--- src/rtl/rf_vote_accumulator_if.sv ---
// Vote-in / result-out handshake bundle for rf_vote_accumulator.
// Build with RF_VOTE_TIE_FLAG_EN to carry the out_tie flag.
interface rf_vote_accumulator_if #(
  parameter int CLS_W  = 2,
  parameter int VOTE_W = 4
);
  logic              in_valid;
  logic [CLS_W-1:0]  in_class;
  logic              in_ready;
  logic              out_valid;
  logic              out_ready;
  logic [CLS_W-1:0]  out_class;
  logic [VOTE_W-1:0] out_votes;
`ifdef RF_VOTE_TIE_FLAG_EN
  logic              out_tie;
`endif

  modport slave (
    input  in_valid,
    input  in_class,
    output in_ready,
    output out_valid,
    input  out_ready,
    output out_class,
`ifdef RF_VOTE_TIE_FLAG_EN
    output out_tie,
`endif
    output out_votes
  );

  modport master (
    output in_valid,
    output in_class,
    input  in_ready,
    input  out_valid,
    output out_ready,
    input  out_class,
`ifdef RF_VOTE_TIE_FLAG_EN
    input  out_tie,
`endif
    input  out_votes
  );
endinterface

--- src/rtl/rf_vote_accumulator.sv ---
// Random-forest vote accumulator: collect N_TREES votes, scan argmax, hold result.
// Optional tie flag enabled by defining RF_VOTE_TIE_FLAG_EN.
module rf_vote_accumulator #(
  parameter int N_TREES   = 8,
  parameter int N_CLASSES = 4,
  parameter int CLS_W     = 2,
  parameter int VOTE_W    = 4
) (
  input  logic clk,
  input  logic rst_n,
  rf_vote_accumulator_if.slave bus
);

  typedef enum logic [1:0] {
    COLLECT,
    SCAN,
    HOLD
  } state_e;

  state_e            state_q;
  logic [VOTE_W-1:0] cnt_q [N_CLASSES];
  logic [VOTE_W-1:0] tree_q;
  logic [CLS_W-1:0]  idx_q;
  logic [VOTE_W-1:0] best_q;
  logic [CLS_W-1:0]  best_idx_q;
  logic              in_ready_q;
  logic              out_valid_q;
  logic [CLS_W-1:0]  out_class_q;
  logic [VOTE_W-1:0] out_votes_q;

  logic              accept;
  logic              last_vote;
  logic              last_idx;
  logic              hs;
  logic [VOTE_W-1:0] cur;
  logic              gt;
  logic [VOTE_W-1:0] best_d;
  logic [CLS_W-1:0]  best_idx_d;

`ifdef RF_VOTE_TIE_FLAG_EN
  logic tie_q;
  logic tie_d;
  logic out_tie_q;
`endif

  assign accept    = in_ready_q & bus.in_valid;
  assign last_vote = tree_q == VOTE_W'(N_TREES - 1);
  assign last_idx  = idx_q == CLS_W'(N_CLASSES - 1);
  assign hs        = out_valid_q & bus.out_ready;

  // Strict compare keeps the lowest index on equal counts
  assign cur        = cnt_q[idx_q];
  assign gt         = cur > best_q;
  assign best_d     = gt ? cur : best_q;
  assign best_idx_d = gt ? idx_q : best_idx_q;

`ifdef RF_VOTE_TIE_FLAG_EN
  always_comb begin
    tie_d = tie_q;
    if (gt)
      tie_d = 1'b0;
    else if (cur == best_q && idx_q != best_idx_q)
      tie_d = 1'b1;
  end
`endif

  always_ff @(posedge clk) begin
    if (!rst_n) begin
      state_q     <= COLLECT;
      tree_q      <= '0;
      idx_q       <= '0;
      best_q      <= '0;
      best_idx_q  <= '0;
      in_ready_q  <= 1'b1;
      out_valid_q <= 1'b0;
      out_class_q <= '0;
      out_votes_q <= '0;
      for (int k = 0; k < N_CLASSES; k++)
        cnt_q[k] <= '0;
`ifdef RF_VOTE_TIE_FLAG_EN
      tie_q       <= 1'b0;
      out_tie_q   <= 1'b0;
`endif
    end else begin
      unique case (state_q)
        COLLECT: begin
          if (accept) begin
            // Out-of-range classes still count as a tree
            for (int k = 0; k < N_CLASSES; k++)
              if (bus.in_class == CLS_W'(k))
                cnt_q[k] <= cnt_q[k] + VOTE_W'(1);
            if (last_vote) begin
              tree_q     <= '0;
              state_q    <= SCAN;
              in_ready_q <= 1'b0;
              idx_q      <= '0;
              best_q     <= '0;
              best_idx_q <= '0;
`ifdef RF_VOTE_TIE_FLAG_EN
              tie_q      <= 1'b0;
`endif
            end else begin
              tree_q <= tree_q + VOTE_W'(1);
            end
          end
        end
        SCAN: begin
          best_q     <= best_d;
          best_idx_q <= best_idx_d;
`ifdef RF_VOTE_TIE_FLAG_EN
          tie_q      <= tie_d;
`endif
          if (last_idx) begin
            idx_q       <= '0;
            state_q     <= HOLD;
            out_valid_q <= 1'b1;
            out_class_q <= best_idx_d;
            out_votes_q <= best_d;
`ifdef RF_VOTE_TIE_FLAG_EN
            out_tie_q   <= tie_d;
`endif
          end else begin
            idx_q <= idx_q + CLS_W'(1);
          end
        end
        HOLD: begin
          if (hs) begin
            state_q     <= COLLECT;
            out_valid_q <= 1'b0;
            in_ready_q  <= 1'b1;
            tree_q      <= '0;
            for (int k = 0; k < N_CLASSES; k++)
              cnt_q[k] <= '0;
          end
        end
        default: begin
          state_q     <= COLLECT;
          in_ready_q  <= 1'b1;
          out_valid_q <= 1'b0;
        end
      endcase
    end
  end

  assign bus.in_ready  = in_ready_q;
  assign bus.out_valid = out_valid_q;
  assign bus.out_class = out_class_q;
  assign bus.out_votes = out_votes_q;
`ifdef RF_VOTE_TIE_FLAG_EN
  assign bus.out_tie   = out_tie_q;
`endif

endmodule

--- src/flat_wrapper.sv ---
// flat-port wrapper written by rule: the top's interface ports become plain ports
module rf_vote_accumulator_flat 
#(
  parameter int N_TREES   = 8,
  parameter int N_CLASSES = 4,
  parameter int CLS_W     = 2,
  parameter int VOTE_W    = 4
)
  (clk, rst_n, bus_in_valid, bus_in_class, bus_in_ready, bus_out_valid, bus_out_ready, bus_out_class, bus_out_votes);
  rf_vote_accumulator_if #(.CLS_W(CLS_W), .VOTE_W(VOTE_W)) bus_i ();
  input  logic clk;
  input  logic rst_n;
  input wire logic [$bits(bus_i.in_valid)-1:0] bus_in_valid;
  input wire logic [$bits(bus_i.in_class)-1:0] bus_in_class;
  output wire logic [$bits(bus_i.in_ready)-1:0] bus_in_ready;
  output wire logic [$bits(bus_i.out_valid)-1:0] bus_out_valid;
  input wire logic [$bits(bus_i.out_ready)-1:0] bus_out_ready;
  output wire logic [$bits(bus_i.out_class)-1:0] bus_out_class;
  output wire logic [$bits(bus_i.out_votes)-1:0] bus_out_votes;
  assign bus_i.in_valid = bus_in_valid;
  assign bus_i.in_class = bus_in_class;
  assign bus_in_ready = bus_i.in_ready;
  assign bus_out_valid = bus_i.out_valid;
  assign bus_i.out_ready = bus_out_ready;
  assign bus_out_class = bus_i.out_class;
  assign bus_out_votes = bus_i.out_votes;
  rf_vote_accumulator #(.N_TREES(N_TREES), .N_CLASSES(N_CLASSES), .CLS_W(CLS_W), .VOTE_W(VOTE_W)) u_core (.clk(clk), .rst_n(rst_n), .bus(bus_i));
endmodule
--- config.mk ---
export PLATFORM = sky130hd
export DESIGN_NAME = rf_vote_accumulator_flat
export DESIGN_NICKNAME = d
export VERILOG_FILES = /design/src/rtl/rf_vote_accumulator_if.sv /design/src/rtl/rf_vote_accumulator.sv /design/src/flat_wrapper.sv
export SDC_FILE = /design/constraint.sdc
export NUM_CORES = 1
export LEC_CHECK = 0
export BUFFER_PORTS_ARGS = -buffer_cell sky130_fd_sc_hd__buf_2
export CAP_MARGIN = 20
export CELL_PAD_IN_SITES_DETAIL_PLACEMENT = 1
export CELL_PAD_IN_SITES_GLOBAL_PLACEMENT = 2
export CORE_MARGIN = 1.5
export CORE_UTILIZATION = 40
export CTS_CLUSTER_SIZE = 30
export DETAILED_ROUTE_END_ITERATION = 10
export GPL_ROUTABILITY_DRIVEN = 0
export PLACE_DENSITY_LB_ADDON = 0.1
export SETUP_SLACK_MARGIN = 0.15
export SLEW_MARGIN = 20
export SYNTH_ARGS = -nofsm -noshare
export SYNTH_HDL_FRONTEND = slang
export SYNTH_SLANG_ARGS = --single-unit
--- constraint.sdc ---
create_clock -name clk -period 5.53 [get_ports clk]
set_input_delay 1.3825 -clock clk [delete_from_list [all_inputs] [get_ports clk]]
set_output_delay 1.3825 -clock clk [all_outputs]
set_load 0.02 [all_outputs]
==> run metrics <==
outcome=finished clean; die width=just over 70 um; Clock Pin Slew Worst Setup and Hold Paths=0.08 ns; Worst Path Arrival=2.84 ns; fraction of layout cells with a size suffix above 1=0.1211; switching share of power=0.2320; routed len/inst=17.15 um; Final Hold Viols=0; Slew headroom=0.5187; DRT iter0 DRCs=101; CP max FO=6; Clock power frac=0.393; Peak VDD IR=between 0.1 and 0.15 mV; grt ovf=0; synthesized area per cell=9.303 sq um; P_sw=approximately 130 uW; Pint=428.8 uW; Slowest Stage Delay on Critical Path=0.59 ns; Cells after Synth=209; Synth top area share=0.3295; Residual DRC=0; site row count=25; post-layout net count=238; hold crit path type=reg2reg; global-route wire length before repair=~8100 um; WL final=between 4000 and 5000 um; Post-Syn Area=0.001944 sq mm; IO Port Bufs=13; depth of the most critical reg-to-reg path=6; Clock Tree Root=clkbuf_8; Synth Flop Type=dfxtp_1; CP top delay family=simple AND/OR/NAND/NOR gates; Tmin final=roughly 2.6 ns; largest net degree at the start of global routing=15; Syn Nets=225; clk_skew=0.007535 ns; antenna-violating nets left=0; hold-critical path depth=2; r2r endpoint=u_core.best_q[2]; CTS max path bufs=2; DP HPWL=about 3600 um; Synth Register Bits=40; most instantiated library cell after synthesis=dfxtp_1; Core Box Area=0.004692 sq mm; Die Span Y=72.72 um; Endpoint, Worst Hold=u_core.tree_q[1]; Worst EP required=5.75 ns; TritonCTS clock tree=done; post-route design area=0.002157 sq mm; ranking of synthesized cells by area=dfxtp_1 (33%), edfxtp_1 (12%), ha_1 (6.4%); Setup crit end kind=flip-flop; Setup Buffers After CTS=0; Max Cap Viol=0; io pins=14; Sink Count=40; cell taking the most area after synthesis=dfxtp_1; Seq/Total Area, Yosys=0.4530; Flop pwr share=0.553; Leak=0.8115 nW; Num CTS Buffers=5; CP Class=reg2reg; power density over the cells=between 200 and 300 mW/mm^2; drt first pass iters=4; placed inst area=0.002051 sq mm; ys async rst share=0; Slew Viols, Final=0; worst path bufs/invs=0; Critical Path Source Type=flip-flop; Area growth syn-to-layout=10.94%; gr usage total=0.2006; CP cell instances=mux4_2 > ha_1 > and4_1 > nor3_1 > nand3_1 > a21oi_1; vias in the first global route=~1700; synth cell count leaders=dfxtp_1 (32), nand3_1 (24), nor2_1 (23), a21oi_1 (13), o21ai_0 (13); CP max stage cell=mux4_2; worst-skew pair later-pin latency=0.29 ns; Synth cell types=35; post-cts resize count=0; endpoints failing setup=0; antenna violations before repair=0; fin crit share=0.4736; Max Clock Freq=0.3818 GHz; Post-synth EDFFs=8; Total Neg Setup Slack=0 ns; Worst Tran Pin Value=0.7164 ns; die area=0.005288 sq mm; DR vias=1614; hold_buf cts=0; H-tree depth=2; reg2reg setup slack=a little under 3 ns; antenna cells=0; Comb pwr share=0.054; detailed-route vias per instance=5.827; RSZ-0062 raised after global routing=no; Starting Density=0.4144; Ys Warns=0; Hold Crit Start=u_core.tree_q[1]
power by group through the flow:
stage / Combinational, mW / Clock (mW) / Sequential [mW]
3_5_place_dp: 0.0302 / 0 / 0.315
5_1_grt: 0.0347 / 0.236 / 0.309
3_3_place_gp: 0.0283 / 0 / 0.315
2_1_floorplan: 0.0207 / 0 / 0.313
6_report: 0.0301 / 0.220 / 0.309
4_1_cts: 0.0306 / 0.225 / 0.309
state kept, by name, indices dropped and copies added (netlist names), named ones only:
signal                flops
u_core.bus.out_votes      4
u_core.best_q             4
u_core.bus.out_valid      1
u_core.idx_q              2
u_core.tree_q             4
u_core.bus.out_class      2
u_core.best_idx_q         2
u_core.state_q            2
u_core.cnt_q             16
u_core.bus.in_ready       1
worst min-delay path, cell delays in order, from the launching register on:
cell and delay (ns):
dfxtp_1 0.34, nand2_1 0.06, a21oi_1 0.05
how the worst max path moves through the flow:
stage,startpoint,to,cells after the start
5_1_grt,flip-flop,u_core.bus.out_class[0],6
3_5_place_dp,bus_in_valid,u_core.tree_q[3],5
3_3_place_gp,bus_in_valid,u_core.tree_q[3],5
4_1_cts,flip-flop,u_core.best_q[2],6
2_1_floorplan,bus_in_valid,u_core.cnt_q[2][0],4
6_report,flip-flop,u_core.best_q[2],6
kinds of logic (layout without fill, tap and decap cells):
kind of cell | count (synthesis) | count (layout) | share of synthesized area
AOI/OAI and AO/OA | 45 | 45 | 0.1332
xor gates and xnor gates | 11 | 11 | 0.04955
adders and majority gates | 10 | 10 | 0.06435
buffers and inverters | 13 | 27 | 0.02510
DFF | 40 | 40 | 0.4530
muxes | 5 | 5 | 0.05148
and+or+nand+nor | 85 | 85 | 0.2233
through the flow:
stage	cells	worst slack (ns)	hold slack, ns	total power [mW]	utilization
2_1_floorplan	209	2.905	0.4492	0.3338	-
3_3_place_gp	269	2.745	0.4579	0.3430	0.4371
3_5_place_dp	269	2.685	0.4896	0.3456	0.4371
4_1_cts	277	2.907	0.5000	0.5638	0.4597
5_1_grt	277	2.755	0.5101	0.5796	0.4597
6_report	277	2.911	0.4998	0.5583	0.4597
routing by layer:
layer,part of all wire,track usage
met5,0,0
met4,0.025,0.08176
met3,0.027,0.03729
met2,0.50,0.3486
met1,0.44,0.2439
cells in the final DEF (no fill, tap or decap), types with 2 or more instances in the layout:
master,Yosys,layout
dfxtp_1,32,32
nor3_1,2,2
nand4_1,2,2
xor2_1,9,9
ha_1,10,10
a21oi_1,13,13
xnor2_1,2,2
nand3_1,24,24
buf_2,0,13
nand2_1,11,11
or3_1,2,2
edfxtp_1,8,8
clkbuf_8,0,5
nor2_1,23,23
nand2b_1,3,3
inv_1,6,6
and2_1,4,4
nor2b_1,3,3
mux4_2,4,4
o21ai_0,13,13
and3_1,2,2
o211ai_1,6,6
nand4b_1,2,2
a31oi_1,9,9
final cells by class:
cell class / instances / area [sq um]
Inverter: 6 / 22.52
Tap cell: 54 / 67.56
Fill cell: 559 / 2535
Sequential cell: 40 / 880.8
Clock inverter: 2 / 12.51
Timing Repair Buffer: 13 / 65.06
Multi-Input combinational cell: 156 / 1015
Clock buffer: 6 / 93.84
Power figures use the tool's default switching activity.
